===== config.mk =====
export PLATFORM = sky130hd
export DESIGN_NAME = execute_muldiv
export DESIGN_NICKNAME = d
export VERILOG_FILES = /design/src/rtl/execute_muldiv.sv
export SDC_FILE = /design/constraint.sdc
export NUM_CORES = 1
export LEC_CHECK = 0
export CAP_MARGIN = 20
export CORE_UTILIZATION = 45
export DETAILED_ROUTE_END_ITERATION = 10
export PLACE_DENSITY_LB_ADDON = 0.15
export SYNTH_ARGS = -nofsm -noshare
export SYNTH_HDL_FRONTEND = slang
export SYNTH_SLANG_ARGS = --single-unit

===== constraint.sdc =====
create_clock -name clk -period 4.8 [get_ports clk]
set_input_delay 0.48 -clock clk [delete_from_list [all_inputs] [get_ports clk]]
set_output_delay 0.48 -clock clk [all_outputs]
set_load 0.1 [all_outputs]

===== src/rtl/execute_muldiv.sv =====
// Iterative multiply/divide unit for the execute stage: shift-add multiply and
// restoring divide over WIDTH cycles, with a sign fix-up cycle before results load.
module execute_muldiv #(
    parameter int WIDTH = 32
) (
    input  logic             clk,
    input  logic             resetn,
    input  logic             flush,
    input  logic             start,
    input  logic [1:0]       op,
    input  logic [WIDTH-1:0] a,
    input  logic [WIDTH-1:0] b,
    output logic             ready,
    output logic             busy,
    output logic             done,
    output logic [WIDTH-1:0] hi,
    output logic [WIDTH-1:0] lo
);

    localparam int CW = $clog2(WIDTH + 1);
    localparam logic [CW-1:0] CNT_LAST = CW'(WIDTH - 1);
    localparam logic [CW-1:0] CNT_ONE  = CW'(1);

    localparam logic [1:0] S_IDLE = 2'd0;
    localparam logic [1:0] S_CALC = 2'd1;
    localparam logic [1:0] S_FIX  = 2'd2;
    localparam logic [1:0] S_DONE = 2'd3;

    logic [1:0]       state_q, state_d;
    logic [CW-1:0]    cnt_q, cnt_d;
    logic [1:0]       op_q, op_d;
    logic [WIDTH-1:0] acc_q, acc_d;
    logic [WIDTH-1:0] sh_q, sh_d;
    logic [WIDTH-1:0] dvs_q, dvs_d;
    logic             neg_q, neg_d;
    logic             sa_q, sa_d;
    logic             dz_q, dz_d;
    logic [WIDTH-1:0] hi_q, hi_d;
    logic [WIDTH-1:0] lo_q, lo_d;

    logic             accept;
    logic             op_signed;
    logic [WIDTH-1:0] mag_a, mag_b;
    logic [WIDTH:0]   msum;
    logic [WIDTH:0]   dshift;
    logic             dge;
    logic [WIDTH-1:0] dsub;
    logic [2*WIDTH-1:0] prod, prod_s;
    logic [WIDTH-1:0] quo_s, rem_s;

    assign ready = (state_q == S_IDLE) || (state_q == S_DONE);
    assign busy  = (state_q == S_CALC) || (state_q == S_FIX);
    assign done  = (state_q == S_DONE);
    assign hi    = hi_q;
    assign lo    = lo_q;

    always_comb begin
        accept    = start && ready && !flush;
        op_signed = !op[0];
        mag_a     = (op_signed && a[WIDTH-1]) ? -a : a;
        mag_b     = (op_signed && b[WIDTH-1]) ? -b : b;

        // Multiply: sh holds the multiplier and the low product bits shift in from the top.
        msum = {1'b0, acc_q} + (sh_q[0] ? {1'b0, dvs_q} : '0);

        // Divide: acc is the partial remainder, sh shifts dividend out and quotient in.
        dshift = {acc_q, sh_q[WIDTH-1]};
        dge    = dshift >= {1'b0, dvs_q};
        dsub   = dshift[WIDTH-1:0] - dvs_q;

        prod   = {acc_q, sh_q};
        prod_s = (!op_q[0] && neg_q) ? -prod : prod;
        quo_s  = dz_q ? '1 : ((!op_q[0] && neg_q) ? -sh_q : sh_q);
        rem_s  = (!op_q[0] && sa_q) ? -acc_q : acc_q;

        state_d = state_q;
        cnt_d   = cnt_q;
        op_d    = op_q;
        acc_d   = acc_q;
        sh_d    = sh_q;
        dvs_d   = dvs_q;
        neg_d   = neg_q;
        sa_d    = sa_q;
        dz_d    = dz_q;
        hi_d    = hi_q;
        lo_d    = lo_q;

        case (state_q)
            S_CALC: begin
                if (op_q[1]) begin
                    acc_d = dge ? dsub : dshift[WIDTH-1:0];
                    sh_d  = {sh_q[WIDTH-2:0], dge};
                end else begin
                    acc_d = msum[WIDTH:1];
                    sh_d  = {msum[0], sh_q[WIDTH-1:1]};
                end
                cnt_d = cnt_q + CNT_ONE;
                if (cnt_q == CNT_LAST) begin
                    state_d = S_FIX;
                end
            end
            S_FIX: begin
                if (op_q[1]) begin
                    hi_d = rem_s;
                    lo_d = quo_s;
                end else begin
                    hi_d = prod_s[2*WIDTH-1:WIDTH];
                    lo_d = prod_s[WIDTH-1:0];
                end
                state_d = S_DONE;
            end
            default: begin
                state_d = S_IDLE;
            end
        endcase

        if (accept) begin
            state_d = S_CALC;
            cnt_d   = '0;
            op_d    = op;
            acc_d   = '0;
            sh_d    = mag_a;
            dvs_d   = mag_b;
            neg_d   = a[WIDTH-1] ^ b[WIDTH-1];
            sa_d    = a[WIDTH-1];
            dz_d    = op[1] && (b == '0);
        end

        // Flush aborts in any state; hi/lo only ever change in FIX, which flush pre-empts.
        if (flush) begin
            state_d = S_IDLE;
            hi_d    = hi_q;
            lo_d    = lo_q;
        end
    end

    always_ff @(posedge clk or negedge resetn) begin
        if (!resetn) begin
            state_q <= S_IDLE;
            cnt_q   <= '0;
            op_q    <= '0;
            acc_q   <= '0;
            sh_q    <= '0;
            dvs_q   <= '0;
            neg_q   <= 1'b0;
            sa_q    <= 1'b0;
            dz_q    <= 1'b0;
            hi_q    <= '0;
            lo_q    <= '0;
        end else begin
            state_q <= state_d;
            cnt_q   <= cnt_d;
            op_q    <= op_d;
            acc_q   <= acc_d;
            sh_q    <= sh_d;
            dvs_q   <= dvs_d;
            neg_q   <= neg_d;
            sa_q    <= sa_d;
            dz_q    <= dz_d;
            hi_q    <= hi_d;
            lo_q    <= lo_d;
        end
    end

endmodule


* Word level (Yosys, flattened, before mapping) *
Index checks and enable logic that the tools add are counted.

storage, ports and cells
  register bits after elaboration = 173
  input port bits = 70
  output and inout port bits = 67
  logic and storage cells = 65

cells by class
  $add $sub $neg = 8
  $lt $le $gt $ge = 1
  equality and inequality tests = 5
  multiplexer cells = 22
  bitwise logic cells = 2
  reductions and logical operators = 16

operators by type and width
  kind                                                 count
  two-way mux 32 bit                                   15
  negator 32 bit                                       4
  two-way mux 64 bit                                   1
  negator 64 bit                                       1
  adder 32 x 32 -> 33 bit                              1
  >= comparator 33 x 32 -> 1 bit                       1
  zero test 32 bit                                     1
  subtractor 32 bit                                    1
  two-way mux 6 bit                                    2
  logical AND 1 bit                                    7
  adder 6 x 1 -> 6 bit, second input constant          1
  equality test 6 x 5 -> 1 bit, second input constant  1
  two-way mux 2 bit                                    3
  equality test 2 bit, second input constant           2
  != test 4 x 3 -> 1 bit, second input constant        1
  one-hot mux 2 bit (2 select lines)                   1
  zero test 1 bit                                      3
  equality test 2 x 1 -> 1 bit, second input constant  1
  zero test 2 bit                                      1
  logical OR 1 bit                                     2
  AND reduction 2 bit                                  1
  nonzero test 2 bit                                   1
  inverter 1 bit                                       1
  XOR 1 bit                                            1

* Depth between registers and ports, before layout *
Gate-level depths: netlist of run 1.

  depth in word-level cells = 6
  gate-level depth with buffers = 14
  mapped depth without buffers = 13

* Worst setup path after synthesis of run 1 *
No wires, ideal clock.

  kind = register to register
  start point = register acc_q[9]
  end point = register acc_q[10]
  setup time = 120 ps
  arrival = 3214 ps
  data required time = 4680 ps
  path slack = 1466 ps
  stages on the path, launching flop included = 13
  buffers on the path = 2
  period minus slack after synthesis = 3334 ps
  cells stage by stage = dfrtp_1 > ha_1 > clkbuf_1 > a21oi_1 > o21ai_0 > a31oi_1 > a31o_2 > o211ai_1 > a2111oi_2 > buf_2 > mux2_2 > a21oi_1 > nor2_1

on the way
  cells in the longest elaborated chain, start to end = 5
  elaborated cells between the ends (all ways) = 7
  classes of those cells = add/sub: 2; order compare: 1; mux: 4

RTL lines
  element                                                              RTL line  text
  start, declared                                                      32        logic [WIDTH-1:0] acc_q, acc_d;
  start signal, assigned                                               142       acc_q <= '0;
  start signal, assigned                                               154       acc_q <= acc_d;
  subtractor 32 bit or >= comparator 33 x 32 -> 1 bit (tied branches)  69, 68
  two-way mux 32 bit                                                   91        acc_d = dge ? dsub : dshift[WIDTH-1:0];
  two-way mux 32 bit (*)                                               90        if (op_q[1]) begin
  two-way mux 32 bit (*)                                               88        case (state_q)
  two-way mux 32 bit (*)                                               117       if (accept) begin

Every way passes the cells marked *; elsewhere a longest branch is shown, timed or not. The select of a mux whose other input is x is not followed.
A chain may end at the register's enable or synchronous reset.

* Final worst setup path of run 1 *
  start point = register sh_q[0]
  end point = register acc_q[28]

on the way
  cells in the longest elaborated chain, start to end = 5

RTL lines
  element                  RTL line  text
  start, declared          33        logic [WIDTH-1:0] sh_q, sh_d;
  start signal, assigned   143       sh_q <= '0;
  start signal, assigned   155       sh_q <= sh_d;
  two-way mux 32 bit       64        msum = {1'b0, acc_q} + (sh_q[0] ? {1'b0, dvs_q} : '0);
  adder 32 x 32 -> 33 bit  64
  two-way mux 32 bit       90
  two-way mux 32 bit       88
  two-way mux 32 bit       117

Every way passes these cells. The select of a mux whose other input is x is not followed.

==> results.md, run 1 <==
- Number of synthesized flops with an enable pin: 0
- FFs w/ async S/R, synth: 1.00
- CTS Hold Buffers Added: 0
- ANT nets after route: 0
- CP endpoint kind: register
- Cell row count: 64
- DIE WIDTH: approximately 180 microns
- Synthesized cell area: between 0.01 and 0.015 sq mm
- Routability congestion estimate: slightly below 1
- CTS H-Tree Depth: 4
- N_diodes: 0
- CTS buffer count: 17
- Drt first pass iters: 9
- Commonest non-fill, non-tap cell in the layout: nand2_1
- DP Wirelength: roughly 33000 microns
- Initial antenna violation count: 0
- WP data arrival: 4.35 ns
- Hold Crit Class: primary input to async pin
- Cell area after placement: ~0.016 sq mm
- Layout cells sized above 1: 0.0507
- DR vias: 13700
- Synth warn: 0
- FF-to-FF path depth: 13
- CTS clk-pin slew, worst paths: around 0.080 ns
- Number of port buffers: ~140
- Die area: between 0.03 and 0.04 sq mm
- CTS Buffer Depth: 2
- Worst-margin pin slew: around 1 ns
- Distinct cell type count after synthesis: between 60 and 70
- R2R Path Start: sh_q[0]$_DFFE_PN0P_
- Violated checks: DRC
- Vias in the first global route: 13000
- Worst-path maximum fanout: 17
- Final Instance Area: ~0.016 sq mm
- Syn Area/Cell: 7.75 sq um
- Fin. Hold Viols: 0
- Gr ovfl total: 0
- I/O pin total: 137
- RR Endpoint: acc_q[28]$_DFFE_PN0P_
- CP Class: register to register
- Wire per inst: a little under 20 microns
- Seq/Total Area, Yosys: 0.307
- Clk Latency, worst-skew pair: 0.44 ns
- Min Tclk post-route: between 4 and 5 ns
- 1st-iter DRT viols: between 1000 and 1500
- Final setup fails: 0
- DRC: 4
- Clk root buf: clkbuf_16
- Routed WL: 44900 microns
- Syn_nets: 1966
- Max-Cap Viols: 0
- DP Worst Slack: 0.891 ns
- Worst setup margin: ~0.79 ns
- Syn-to-layout area delta: 16.6%
- CTS tree: built
- Setup crit start: sh_q[0]$_DFFE_PN0P_
- CP required: about 5.2 ns
- Setup TNS: 0 ns
- First-pass GRT wire length: 71600 microns
- Setup bufs post-CTS: 0
- Slew HR: 0.336
- Ys flop type: dfrtp_1
- Final slew viol count: 0
- Crit path to: acc_q[28]$_DFFE_PN0P_
- Worst-case clock skew: between 0.015 and 0.02 ns
- Gr usage total: 0.286
- CTS resizes: 0
- Commonest non-fill, non-tap cells in the layout: 204 x nand2_1, 200 x o21ai_0, 187 x nor2_1
- Die Ht: about 180 microns
- R2r setup slk: a little under 0.8 ns
- Core Footprint: 0.0307 sq mm
- DR vias/cell: roughly 6
- Filler Cell Count: roughly 3000
- Initial Util: 0.459
- FMAX: 250 MHz
- Final worst-path cycle share: 0.835
- CTS sink count: ~170
- Pin count of the biggest net entering global routing: 91
- Unrepaired setup endpoints after global routing: false
- Synthesis-stage register bit count: ~170
- Status: finished with violations
- Critical Path Start Type: register
- Post-Synthesis Cells: roughly 1800
- Post-layout net count: 2044
-- cells in the mapped netlist, drive strengths merged, types with 42 or more instances --
library cell / number / share of area
nand2: 204 / 0.054
xnor2: 94 / 0.058
inv: 73 / 0.019
a21oi: 184 / 0.065
o21ai: 205 / 0.073
nor2: 188 / 0.050
mux2i: 42 / 0.030
clkbuf: 96 / 0.026
dfrtp: 173 / 0.31
xor2: 76 / 0.047
o211ai: 43 / 0.023
ha: 72 / 0.064
-- metal layers --
layer | vias up | wire length (microns) | global-route usage
met5 | - | 0 | 0
met4 | 0 | 684 | 0.0679
met3 | 51 | 2560 | 0.0329
met2 | 475 | 20800 | 0.458
met1 | 6505 | 20900 | 0.409
li1 | 6623 | - | -
-- flip-flops by register name, indices dropped and copies added (netlist names), 2 cells and up --
name / count
lo: 32
op_q: 2
acc_q: 32
cnt_q: 6
sh_q: 32
hi: 32
state_q: 2
dvs_q: 32
-- stage by stage --
stage,hold slack (ns),util,cells
floorplan,0.184,-,1822
global route,0.147,0.536,2309
detailed placement,0.472,0.516,2276
CTS,0.136,0.536,2308
finish,0.0649,0.536,2309
global placement,0.464,0.515,2275
-- how the worst min path moves through the flow --
stage	from	to	depth (start not counted)
4_1_cts	resetn	hi[28]$_DFFE_PN0P_	1
2_1_floorplan	resetn	acc_q[0]$_DFFE_PN0P_	0
3_5_place_dp	dvs_q[26]$_DFFE_PN0P_	dvs_q[26]$_DFFE_PN0P_	2
3_3_place_gp	hi[17]$_DFFE_PN0P_	hi[17]$_DFFE_PN0P_	2
5_1_grt	resetn	hi[28]$_DFFE_PN0P_	1
6_report	resetn	hi[28]$_DFFE_PN0P_	1
-- critical path, stage by stage, from the launching register on --
cell and delay, ns:
dfrtp_1 0.45, inv_1 0.46, buf_4 0.37, nor2_1 0.08, ha_1 0.32, o21ai_0 0.23, o21bai_1 0.10, a21oi_1 0.43
o21ai_0 0.24, a21oi_1 0.28, nor2_1 0.13, a41oi_1 0.24, mux2_2 0.36, a211oi_1 0.22
-- cell type report --
class                   instances  area [sq um]  share of cell area
multi-input cells            1466          9130               0.554
flip-flops and latches        173          4330               0.263
repair buffers                169          1640              0.0995
well taps                     396           495              0.0301
clock buffers                  18           439              0.0267
inverters                      73           274              0.0166
clock inverters                14           169              0.0103
-- kinds of logic after synthesis --
family,count (synthesis),synth area share
muxes,51,0.0369
xor gates and xnor gates,170,0.105
AOI/OAI and AO/OA,580,0.243
and+or+nand+nor,591,0.192
DFF,173,0.307
adders and majority gates,74,0.0666
buffers and inverters,183,0.0494
Power of run 1 is left out: the tool's default activity adds up to more than one toggle a clock period on the data nets, which glitch-free logic cannot reach.
==> run 2: changes to the inputs <==
==> constraint.sdc (replaced) <==
create_clock -name clk -period 3.8 [get_ports clk]
set_input_delay 0.38 -clock clk [delete_from_list [all_inputs] [get_ports clk]]
set_output_delay 0.38 -clock clk [all_outputs]
set_load 0.1 [all_outputs]
==> results.md, run 2 (synthesis gave the netlist of run 1 again) <==
- Worst-margin pin slew: 1.03 ns
- Critical path, cell by cell: clkinvlp_4 > buf_4 > buf_4 > nor2_1 > ha_1 > a21o_1 > a21o_1 > a21oi_1 > o22a_1 > nand2_1 > o31a_1 > a221oi_1 > o32ai_1 > o31ai_1
- Number of port buffers: approximately 140
- Commonest non-fill, non-tap cells in the layout: 204 x nand2_1, 200 x o21ai_0, 187 x nor2_1
- DR vias: ~14000
- I/O pin total: about 140
- CTS Hold Buffers Added: 0
- RR Endpoint: acc_q[30]$_DFFE_PN0P_
- DP Wirelength: about 34000 microns
- DP Worst Slack: 0.135 ns
- Final worst-path cycle share: 0.942
- CTS clk-pin slew, worst paths: approximately 0.070 ns
- Clk Latency, worst-skew pair: 0.46 ns
- Non-Filler Instances: 2347
- CTS Buffer Depth: 2
- Min Tclk post-route: 3.58 ns
- Die Ht: 179 microns
- Crit path to: acc_q[30]$_DFFE_PN0P_
- Critical Path Start Type: register
- DR top layer: met4
- Final slew viol count: 0
- Vias in the first global route: 13000
- WP data arrival: between 3 and 4 ns
- Slew HR: 0.313
- First-pass GRT wire length: 71200 microns
- Layout cells sized above 1: 0.0718
- Hold Crit Class: primary input to async pin
- Unrepaired setup endpoints after global routing: false
- CP Depth: 14
- Initial Util: 0.459
- Routability congestion estimate: around 1.0
- CTS H-Tree Depth: 4
- Worst setup margin: about 0.22 ns
- Met3 wire len: roughly 2800 microns
- Drt first pass iters: 11
- Commonest non-fill, non-tap cell in the layout: nand2_1
- CP required: a little over 4 ns
- Worst-case clock skew: between 0.01 and 0.015 ns
- Worst-path maximum fanout: 10
- Status: finished with violations
- Dpl cells: about 2300
- 1st-iter DRT viols: approximately 1400
- CTS buffer count: 17
- Delay-heaviest family, CP: compound AO/OA/AOI/OAI gates
- DR WL met2: 20700 microns
- FMAX: ~280 MHz
- Pin count of the biggest net entering global routing: 85
- Critical-path top delay cell: dfrtp_1
- Clk root buf: clkbuf_16
- Post-layout net count: 2082
- CTS tree: built
- Hold slack: -0.000621 ns
- N_diodes: 0
- DRC: 4
- Setup crit start: sh_q[0]$_DFFE_PN0P_
- ANT nets after route: 0
- Wire per inst: between 15 and 20 microns
- CP Class: register to register
- DR vias/cell: between 5 and 6
- DIE WIDTH: approximately 180 microns
- CTS sink count: 173
- Fin. Hold Viols: 1
- Initial antenna violation count: 0
- R2r setup slk: 0.22 ns
- Die area: about 0.032 sq mm
- Buf/Inv on CP: 3
- Max-Cap Viols: 0
- Crit path largest cell delay: 0.49 ns
- Syn-to-layout area delta: 18.9%
- Cell row count: between 60 and 70
- Setup TNS: 0 ns
- Routed WL: approximately 45000 microns
- Gr ovfl total: 0
- Gr usage total: 0.287
- Core Footprint: 0.0307 sq mm
- FF-to-FF path depth: 14
- WL met1: around 21000 microns
- Final setup fails: 0
- Violated checks: DRC, hold timing
- CP endpoint kind: register
- R2R Path Start: sh_q[0]$_DFFE_PN0P_
## run 2: layout make-up
cell class | count | area, sq um
inverters | 73 | 278
well taps | 396 | 495
multi-input cells | 1466 | 9150
fillers | 2919 | 14000
clock inverters | 15 | 184
repair buffers | 207 | 1930
clock buffers | 17 | 425
flip-flops and latches | 173 | 4330
## run 2: per-stage QoR
| step | cell area (sq um) | util | hold slack, ns |
|---|---|---|---|
| after detailed placement | 16100 | 0.525 | 0.470 |
| after global routing | 16800 | 0.546 | 0.0618 |
| after CTS | 16700 | 0.545 | 0.0235 |
| final | 16800 | 0.546 | -0.000621 |
| after floorplan | 14100 | - | 0.0844 |
| after global placement | 16100 | 0.525 | 0.463 |
## run 2: metal layers
layer	track usage	up-vias
li1	-	6682
met2	0.452	501
met3	0.0441	53
met5	0	-
met4	0.0819	0
met1	0.405	6675
## run 2: worst reg2reg max path: cells and delay by family (launching register included)
family / cells / cell delay [ns]
flops: 1 / 0.49
compound gates: 8 / 1.88
fa+ha+maj: 1 / 0.33
buf+inv: 3 / 0.61
simple gates: 2 / 0.19
## run 2: repair_timing
| item | 4_1_cts | 5_1_grt |
|---|---|---|
| setup buffers | 0 | 3 |
| endpoints found under the setup margin | 0 | 11 |
| resized for setup | 0 | 7 |
## run 2: how the worst min path moves through the flow
| stage | startpoint | to | slack [ns] |
|---|---|---|---|
| floorplan | resetn | acc_q[0]$_DFFE_PN0P_ | 0.08 |
| global placement | hi[17]$_DFFE_PN0P_ | hi[17]$_DFFE_PN0P_ | 0.46 |
| detailed placement | hi[13]$_DFFE_PN0P_ | hi[13]$_DFFE_PN0P_ | 0.47 |
| CTS | resetn | hi[15]$_DFFE_PN0P_ | 0.02 |
| global route | resetn | hi[22]$_DFFE_PN0P_ | 0.06 |
| finish | resetn | hi[29]$_DFFE_PN0P_ | -0.0006 |
Power of run 2 is left out for the same reason.
==> run 3: changes to the inputs <==
==> constraint.sdc (replaced) <==
create_clock -name clk -period 3.9 [get_ports clk]
set_input_delay 0.39 -clock clk [delete_from_list [all_inputs] [get_ports clk]]
set_output_delay 0.39 -clock clk [all_outputs]
set_load 0.1 [all_outputs]
==> results.md, run 3 (synthesis gave the netlist of run 1 again) <==
- DR vias: approximately 14000
- CP endpoint kind: register
- Gr usage total: 0.295
- Final worst-path cycle share: 0.928
- Drt first pass iters: 8
- Buf/Inv on CP: 3
- Worst-case clock skew: roughly 0.019 ns
- Hold Crit Class: primary input to async pin
- WP data arrival: slightly below 4 ns
- FF-to-FF path depth: 14
- Delay-heaviest family, CP: compound AO/OA/AOI/OAI gates
- Clk Latency, worst-skew pair: between 0.4 and 0.5 ns
- Setup TNS: 0 ns
- Wire per inst: just under 20 microns
- Commonest non-fill, non-tap cell in the layout: nand2_1
- Initial antenna violation count: 0
- Vias in the first global route: approximately 13000
- Number of port buffers: about 140
- First-pass GRT wire length: 73300 microns
- Die Ht: around 180 microns
- CP Class: register to register
- Clk root buf: clkbuf_16
- CTS buffer count: 17
- Cell row count: 64
- Final slew viol count: 0
- Worst-margin pin slew: about 1 ns
- Unrepaired setup endpoints after global routing: false
- Max-Cap Viols: 0
- Core Footprint: roughly 0.03 sq mm
- Violated checks: DRC
- N_diodes: 0
- Fin. Hold Viols: 0
- CTS H-Tree Depth: 4
- CP Depth: 14
- Final setup fails: 0
- Die area: between 0.03 and 0.04 sq mm
- I/O pin total: 137
- Syn-to-layout area delta: 17.8%
- Min Tclk post-route: 3.62 ns
- Routed WL: between 40000 and 50000 microns
- CP required: 4.25 ns
- Pin count of the biggest net entering global routing: 93
- Commonest non-fill, non-tap cells in the layout: 204 x nand2_1, 200 x o21ai_0, 187 x nor2_1
- Critical path, cell by cell: inv_1 > buf_4 > nor2_1 > ha_1 > a211oi_1 > o21bai_1 > a21oi_1 > buf_4 > o21ai_0 > a21oi_1 > nor2_1 > a41oi_1 > mux2_2 > a211oi_1
- Non-Filler Instances: around 2300
- Routability congestion estimate: approximately 1
- DRC: 5
- CTS Buffer Depth: 2
- ANT nets after route: 0
- Setup bufs post-CTS: 0
- Dpl cells: between 2000 and 2500
- CTS tree: built
- Critical-path top delay cell: dfrtp_1
- CTS clk-pin slew, worst paths: ~0.070 ns
- Gr ovfl total: 0
- Crit path largest cell delay: 0.44 ns
- Initial Util: 0.459
- Layout cells sized above 1: 0.0629
- 1st-iter DRT viols: between 1000 and 1500
- DIE WIDTH: between 150 and 200 microns
- DP Wirelength: between 30000 and 40000 microns
- Post-layout net count: 2071
- Critical Path Start Type: register
- Worst-path maximum fanout: 17
- CTS sink count: 173
- Filler Cell Count: around 3000
- Slew HR: 0.332
- Status: finished with violations
- FMAX: around 280 MHz
- DR vias/cell: roughly 6
run 3: worst paths after layout:
kind                                         end  slack, ns           startpoint
setup / recovery           acc_q[28]$_DFFE_PN0P_       0.28  sh_q[0]$_DFFE_PN0P_
max in group asynchronous  dvs_q[31]$_DFFE_PN0P_       2.82               resetn
hold / removal                hi[26]$_DFFE_PN0P_       0.03               resetn
min in group clk              hi[17]$_DFFE_PN0P_       0.48   hi[17]$_DFFE_PN0P_
hold reg to reg               hi[17]$_DFFE_PN0P_       0.48   hi[17]$_DFFE_PN0P_
setup reg to reg           acc_q[28]$_DFFE_PN0P_       0.28  sh_q[0]$_DFFE_PN0P_
run 3: final cells by class:
cell class                 instances  area [sq um]  share of cell area
timing repair buffer             196          1850               0.111
sequential                       173          4330               0.261
clock inverter                    12           106             0.00639
tap                              396           495              0.0298
clock buffer                      20           447              0.0269
inverter                          73           274              0.0165
multi-input combinational       1466          9130               0.549
run 3: timing repair:
| action | CTS | global route |
|---|---|---|
| hold buffers | 0 | 0 |
| endpoints found under the setup margin | 0 | 1 |
| resized for setup | 0 | 1 |
run 3: metal layers:
metal	track usage	wire length, microns	vias up
li1	-	-	6670
met1	0.413	21200	6573
met2	0.467	21100	539
met3	0.0382	2860	65
met4	0.100	1260	0
met5	0	0	-
run 3: through the flow:
stage	instance area, sq um	util	setup slack (ns)	hold WS (ns)
5_1_grt	16600	0.541	0.0193	0.102
3_5_place_dp	16100	0.523	0.309	0.471
3_3_place_gp	16100	0.523	0.403	0.462
6_report	16600	0.541	0.279	0.0340
2_1_floorplan	14100	-	0.566	0.0944
4_1_cts	16600	0.541	0.300	0.0668
Power of run 3 is left out for the same reason.
